### src/rtl/keypad_scan_controller.sv
// 4x4 keypad scanner with built-in press/release debounce.
// Drives one active-low column at a time and emits one hex code per accepted press.
module keypad_scan_controller #(
  parameter int SETTLE_CYCLES   = 16,
  parameter int DEBOUNCE_CYCLES = 240000,
  parameter int CNT_W           = 18
) (
  input  logic       clk,
  input  logic       rst,
  input  logic [3:0] row_sync,
  output logic [3:0] col_n,
  output logic [3:0] key_code,
  output logic       key_valid,
  output logic       key_held
);

  typedef enum logic [2:0] {
    ST_SETTLE   = 3'd0,
    ST_SAMPLE   = 3'd1,
    ST_DEBOUNCE = 3'd2,
    ST_HELD     = 3'd3,
    ST_RELEASE  = 3'd4
  } state_t;

  localparam logic [CNT_W-1:0] SETTLE_LAST = CNT_W'(SETTLE_CYCLES - 1);
  localparam logic [CNT_W-1:0] DEB_LAST    = CNT_W'(DEBOUNCE_CYCLES - 1);

  state_t           state_reg, state_next;
  logic [1:0]       col_reg, col_next;
  logic [3:0]       col_n_reg, col_n_next;
  logic [CNT_W-1:0] cnt_reg, cnt_next;
  logic [1:0]       cand_row_reg, cand_row_next;
  logic [1:0]       cand_col_reg, cand_col_next;
  logic [3:0]       code_reg, code_next;
  logic             valid_reg, valid_next;
  logic             held_reg, held_next;

  logic [3:0] row_low;
  logic       one_low;
  logic [1:0] row_idx;
  logic [3:0] cand_pattern;

  function automatic logic [3:0] key_map(input logic [1:0] row, input logic [1:0] col);
    logic [3:0] code;
    case ({row, col})
      4'b00_00: code = 4'h1;
      4'b00_01: code = 4'h2;
      4'b00_10: code = 4'h3;
      4'b00_11: code = 4'hA;
      4'b01_00: code = 4'h4;
      4'b01_01: code = 4'h5;
      4'b01_10: code = 4'h6;
      4'b01_11: code = 4'hB;
      4'b10_00: code = 4'h7;
      4'b10_01: code = 4'h8;
      4'b10_10: code = 4'h9;
      4'b10_11: code = 4'hC;
      4'b11_00: code = 4'hE;
      4'b11_01: code = 4'h0;
      4'b11_10: code = 4'hF;
      default:  code = 4'hD;
    endcase
    return code;
  endfunction

  // Exactly one row low means a single unambiguous key in the driven column.
  assign row_low      = ~row_sync;
  assign one_low      = (row_low != 4'd0) && ((row_low & 4'(row_low - 4'd1)) == 4'd0);
  assign cand_pattern = ~(4'b0001 << cand_row_reg);

  always_comb begin
    row_idx = 2'd0;
    for (int i = 3; i >= 0; i--) begin
      if (row_low[i]) row_idx = 2'(i);
    end
  end

  always_comb begin
    state_next    = state_reg;
    col_next      = col_reg;
    cnt_next      = cnt_reg;
    cand_row_next = cand_row_reg;
    cand_col_next = cand_col_reg;
    code_next     = code_reg;
    valid_next    = 1'b0;
    held_next     = held_reg;

    case (state_reg)
      ST_SETTLE: begin
        if (cnt_reg == SETTLE_LAST) begin
          cnt_next   = '0;
          state_next = ST_SAMPLE;
        end else begin
          cnt_next = cnt_reg + 1'b1;
        end
      end

      ST_SAMPLE: begin
        cnt_next = '0;
        if (one_low) begin
          cand_row_next = row_idx;
          cand_col_next = col_reg;
          state_next    = ST_DEBOUNCE;
        end else begin
          // Nothing pressed, or a ghost/multi-press: move on.
          col_next   = col_reg + 2'd1;
          state_next = ST_SETTLE;
        end
      end

      ST_DEBOUNCE: begin
        if (row_sync != cand_pattern) begin
          cnt_next   = '0;
          col_next   = col_reg + 2'd1;
          state_next = ST_SETTLE;
        end else if (cnt_reg == DEB_LAST) begin
          cnt_next   = '0;
          valid_next = 1'b1;
          code_next  = key_map(cand_row_reg, cand_col_reg);
          held_next  = 1'b1;
          state_next = ST_HELD;
        end else begin
          cnt_next = cnt_reg + 1'b1;
        end
      end

      ST_HELD: begin
        if (row_sync == 4'b1111) begin
          cnt_next   = '0;
          state_next = ST_RELEASE;
        end
      end

      ST_RELEASE: begin
        if (row_sync != 4'b1111) begin
          cnt_next   = '0;
          state_next = ST_HELD;
        end else if (cnt_reg == DEB_LAST) begin
          cnt_next   = '0;
          held_next  = 1'b0;
          col_next   = col_reg + 2'd1;
          state_next = ST_SETTLE;
        end else begin
          cnt_next = cnt_reg + 1'b1;
        end
      end

      default: begin
        state_next = ST_SETTLE;
        col_next   = 2'd0;
        cnt_next   = '0;
        held_next  = 1'b0;
      end
    endcase

    col_n_next = ~(4'b0001 << col_next);
  end

  always_ff @(posedge clk or posedge rst) begin
    if (rst) begin
      state_reg    <= ST_SETTLE;
      col_reg      <= 2'd0;
      col_n_reg    <= 4'b1110;
      cnt_reg      <= '0;
      cand_row_reg <= 2'd0;
      cand_col_reg <= 2'd0;
      code_reg     <= 4'd0;
      valid_reg    <= 1'b0;
      held_reg     <= 1'b0;
    end else begin
      state_reg    <= state_next;
      col_reg      <= col_next;
      col_n_reg    <= col_n_next;
      cnt_reg      <= cnt_next;
      cand_row_reg <= cand_row_next;
      cand_col_reg <= cand_col_next;
      code_reg     <= code_next;
      valid_reg    <= valid_next;
      held_reg     <= held_next;
    end
  end

  assign col_n     = col_n_reg;
  assign key_code  = code_reg;
  assign key_valid = valid_reg;
  assign key_held  = held_reg;

endmodule

### config.mk
export PLATFORM = sky130hd
export DESIGN_NAME = keypad_scan_controller
export DESIGN_NICKNAME = d
export VERILOG_FILES = /design/src/rtl/keypad_scan_controller.sv
export SDC_FILE = /design/constraint.sdc
export NUM_CORES = 1
export LEC_CHECK = 0
export CORE_AREA = 2 2 77 79
export CTS_BUF_LIST = sky130_fd_sc_hd__clkbuf_2 sky130_fd_sc_hd__clkbuf_4 sky130_fd_sc_hd__clkbuf_8
export DETAILED_ROUTE_END_ITERATION = 16
export DIE_AREA = 0 0 79 81
export GPL_ROUTABILITY_DRIVEN = 0
export PLACE_DENSITY = 0.71
export SETUP_SLACK_MARGIN = 0.1
export SYNTH_ARGS = -nofsm -noshare
export SYNTH_HDL_FRONTEND = slang
export SYNTH_SLANG_ARGS = --single-unit
### constraint.sdc
create_clock -name clk -period 2.2 [get_ports clk]
set_clock_uncertainty 0.05 [all_clocks]
set_input_delay 0.44 -clock clk [delete_from_list [all_inputs] [get_ports clk]]
set_output_delay 0.44 -clock clk [all_outputs]
set_load 0.05 [all_outputs]
==> results_dict.tcl, run 1 <==
set metrics [dict create \
    outcome "complete, but fails checks" \
    violations "negative setup slack" \
    cp_data_arrival_time_ns 2.40 \
    numCtsBuffers 5 \
    hold_start "col_reg[1]" \
    drive_above_1_share 0.326 \
    slew_violations 0 \
    cts_hold_buf 0 \
    io_buffers 15 \
    async_flop_share 1.00 \
    grt_usage 0.201 \
    dp.cells 383 \
    hold_path_depth 1 \
    cellLeakagePower_nw 1.43 \
    crit_required_ns 2.32 \
    routed_via_density 5.62 \
    finalNetCount 339 \
    maxCapViolCount 0 \
    setup_viol 2 \
    startpoint "cnt_reg[7]" \
    period_needed_ns 2.27 \
    synth_top_cell_by_area "dfrtp_1" \
    syn2layout_area_growth_pct 38.5 \
    die_x_um 79 \
    hold-path-endpoint "col_n[3]" \
    crit_fanout 5 \
    finalPower_mw 3.32 \
    drt_wl_total_mm 6.31 \
    clkTransAtPathRegs_ns 0.09 \
    vias 2263 \
    vdd_drop_max_v 0.000557 \
    timing.rr.end "cnt_reg[0]" \
    synth-main-ff-cell "dfrtp_1" \
    antenna_found_initial 0 \
    r2r_start "cnt_reg[7]" \
    setup_ws_ns -0.0721 \
    drtIter0Drc 176 \
    netlist.area_leader.share 0.351 \
    core_area_mm2 0.00568 \
    synth_area_per_cell_um2 8.92 \
    drt-wirelength-per-cell_um 15.7 \
    htree_levels 2 \
    cp-start-kind "flop" \
    hp-class "flop to flop" \
    crit_chain "or4_4 -> nor2_4 -> buf_6 -> a311o_1 -> o22ai_1 -> buf_4 -> or2_4 -> mux2_2" \
    synth-edff-count 0 \
    synth_cell_types 58 \
    antenna_cells 0 \
    boundaryPins 16 \
    path_class "flop to flop" \
    cpPeakStageDelay_ns 0.55 \
    grt_max_degree 38 \
    fin_crit_sh 1.03 \
    timing.fmax_ghz 0.440 \
    dr.pass1.iters 4 \
    ant_nets 0 \
    grt_overflow 0 \
    pwr_density_cell_mw_per_mm2 988 \
    stdcell_count 403 \
    tightest_slew_ns 0.499 \
    hold_ws_ns 0.480 \
    syn-cell-area_mm2 0.00243 \
    die_area_mm2 0.00640 \
    hold_viol_final 0 \
    root_buffer "clkbuf_8" \
    route.detailed.drc 0 \
    cts_num_sinks 37 \
    die_y_um 81 \
    cts_tree "done" \
    cp-end-kind "flop" \
    synth_warnings 0 \
    synthesis.nets 284 \
    synth_seq_area_share 0.383 \
    slew_headroom 0.664 \
    rsz0062_at_grt "true" \
    grt_pass1_vias 2237 \
    synth_seq_cells 37 \
    reg2reg_depth 8 \
    grt_pass1_wl_mm 10.3 \
    start_util 0.427 \
    syn_inst 272 \
    r2r_slack_ns -0.07 \
    largest_reg_flops 18 \
    critPathBufInv 2 \
    fp-row-count 28 \
    crit_family "simple AND/OR/NAND/NOR gates" \
    synthTopCellsByArea "dfrtp_1 35%, o21ai_0 4.5%, nor2_1 4.5%, nand2_1 3.9%, a22oi_1 3.7%" \
    clk_latency_ns 0.30 \
    clockBufferDepth 2 \
    hpwl_mm 3.88 \
    slowest_stage "or4_4" \
]
==> worst reg2reg max path, stage by stage (launching register included) <==
cell	delay, ns
dfrtp_1	0.40
or4_4	0.55
nor2_4	0.13
buf_6	0.11
a311o_1	0.14
o22ai_1	0.08
buf_4	0.18
or2_4	0.25
mux2_2	0.26
==> per-stage QoR <==
step | worst slack, ns | setup TNS, ns | util | instance area, um2
after CTS | -0.0558 | -0.392 | 0.563 | 3190
after global placement | -0.400 | -10.72 | 0.507 | 2880
after floorplan | 0.0927 | 0 | - | 2430
after global routing | -0.165 | -1.64 | 0.592 | 3360
after detailed placement | -0.421 | -11.41 | 0.507 | 2880
final | -0.0721 | -0.0962 | 0.592 | 3360
==> what timing repair did <==
item,4_1_cts,5_1_grt
resized for setup,34,37
setup endpoints to repair,30,34
cloned,2,1
setup buffers,9,2
pin swaps,35,20
==> Yosys cell counts, types with 2 or more instances <==
library cell and n:
dfrtp_1 34, nor2_1 29, nand2_1 25, o21ai_0 22, inv_1 15, a21oi_1 13, a22oi_1 12, o21bai_1 9
buf_6 8, nand3_1 8, nor3_1 7, o22ai_1 7, ha_1 6, mux2_2 4, nand4_1 4, nor4_1 4
and2_1 3, buf_2 3, clkbuf_1 3, dfstp_2 3, mux2i_1 3, nand3b_1 3, nor2b_1 3, o211ai_1 3
and4_1 2, and4b_1 2, clkbuf_8 2, nand2b_1 2, nor3b_1 2, o21a_1 2, or4_1 2
==> final cells by class <==
class                           instances  area (um2)
Multi-Input combinational cell        203        1490
Clock inverter                          3        46.3
Timing Repair Buffer                   65         679
Sequential cell                        37         930
Fill cell                             473        2310
Clock buffer                            5        68.8
Inverter                               15        56.3
Tap cell                               75        93.8
==> kinds of logic after synthesis <==
group	after synthesis	synth area share
simple gates	105	0.226
compound gates	82	0.224
flops	37	0.383
buf+inv	32	0.0856
mux	9	0.0464
fa+ha+maj	6	0.0309
xor+xnor	1	0.00361
==> cells in the final DEF (no fill, tap or decap), drive strengths merged, types with 7 or more instances in the layout <==
master / Yosys / final
nand2: 25 / 25
nor2: 30 / 30
o21bai: 9 / 9
inv: 15 / 15
buf: 12 / 49
nor3: 9 / 9
a22oi: 12 / 12
o22ai: 7 / 7
a21oi: 13 / 13
clkdlybuf4s50: 0 / 8
nand3: 8 / 8
dfrtp: 34 / 34
o21ai: 22 / 22
==> worst max-delay path by stage <==
| stage | endpoint | slack [ns] | depth (start not counted) |
|---|---|---|---|
| after floorplan | cnt_reg[8] | 0.09 | 7 |
| final | cnt_reg[0] | -0.07 | 8 |
| after CTS | cnt_reg[0] | -0.06 | 8 |
| after detailed placement | key_code[0] | -0.42 | 7 |
| after global placement | key_code[0] | -0.40 | 7 |
| after global routing | cnt_reg[0] | -0.16 | 8 |
==> metal layers <==
metal / share of wire / track usage / up-vias
met5: 0 / 0 / -
met4: 0.028 / 0.0759 / 0
met3: 0.045 / 0.0378 / 20
met2: 0.50 / 0.343 / 59
met1: 0.43 / 0.256 / 1094
li1: - / - / 1090
==> report_power, final <==
part,internal [mW],total [mW],switching [mW]
Clock,0.339,0.609,0.270
Sequential,0.884,1.07,0.191
Combinational,0.793,1.64,0.844
Total,2.02,3.32,1.30
Note: power is estimated with default switching activity, not from simulation.
==> run 2: changes to the inputs <==
GPL_ROUTABILITY_DRIVEN = unset   (was 0)
==> results of run 2 <==
Same layout as run 1: the final DEF is identical, and so are final timing and power.
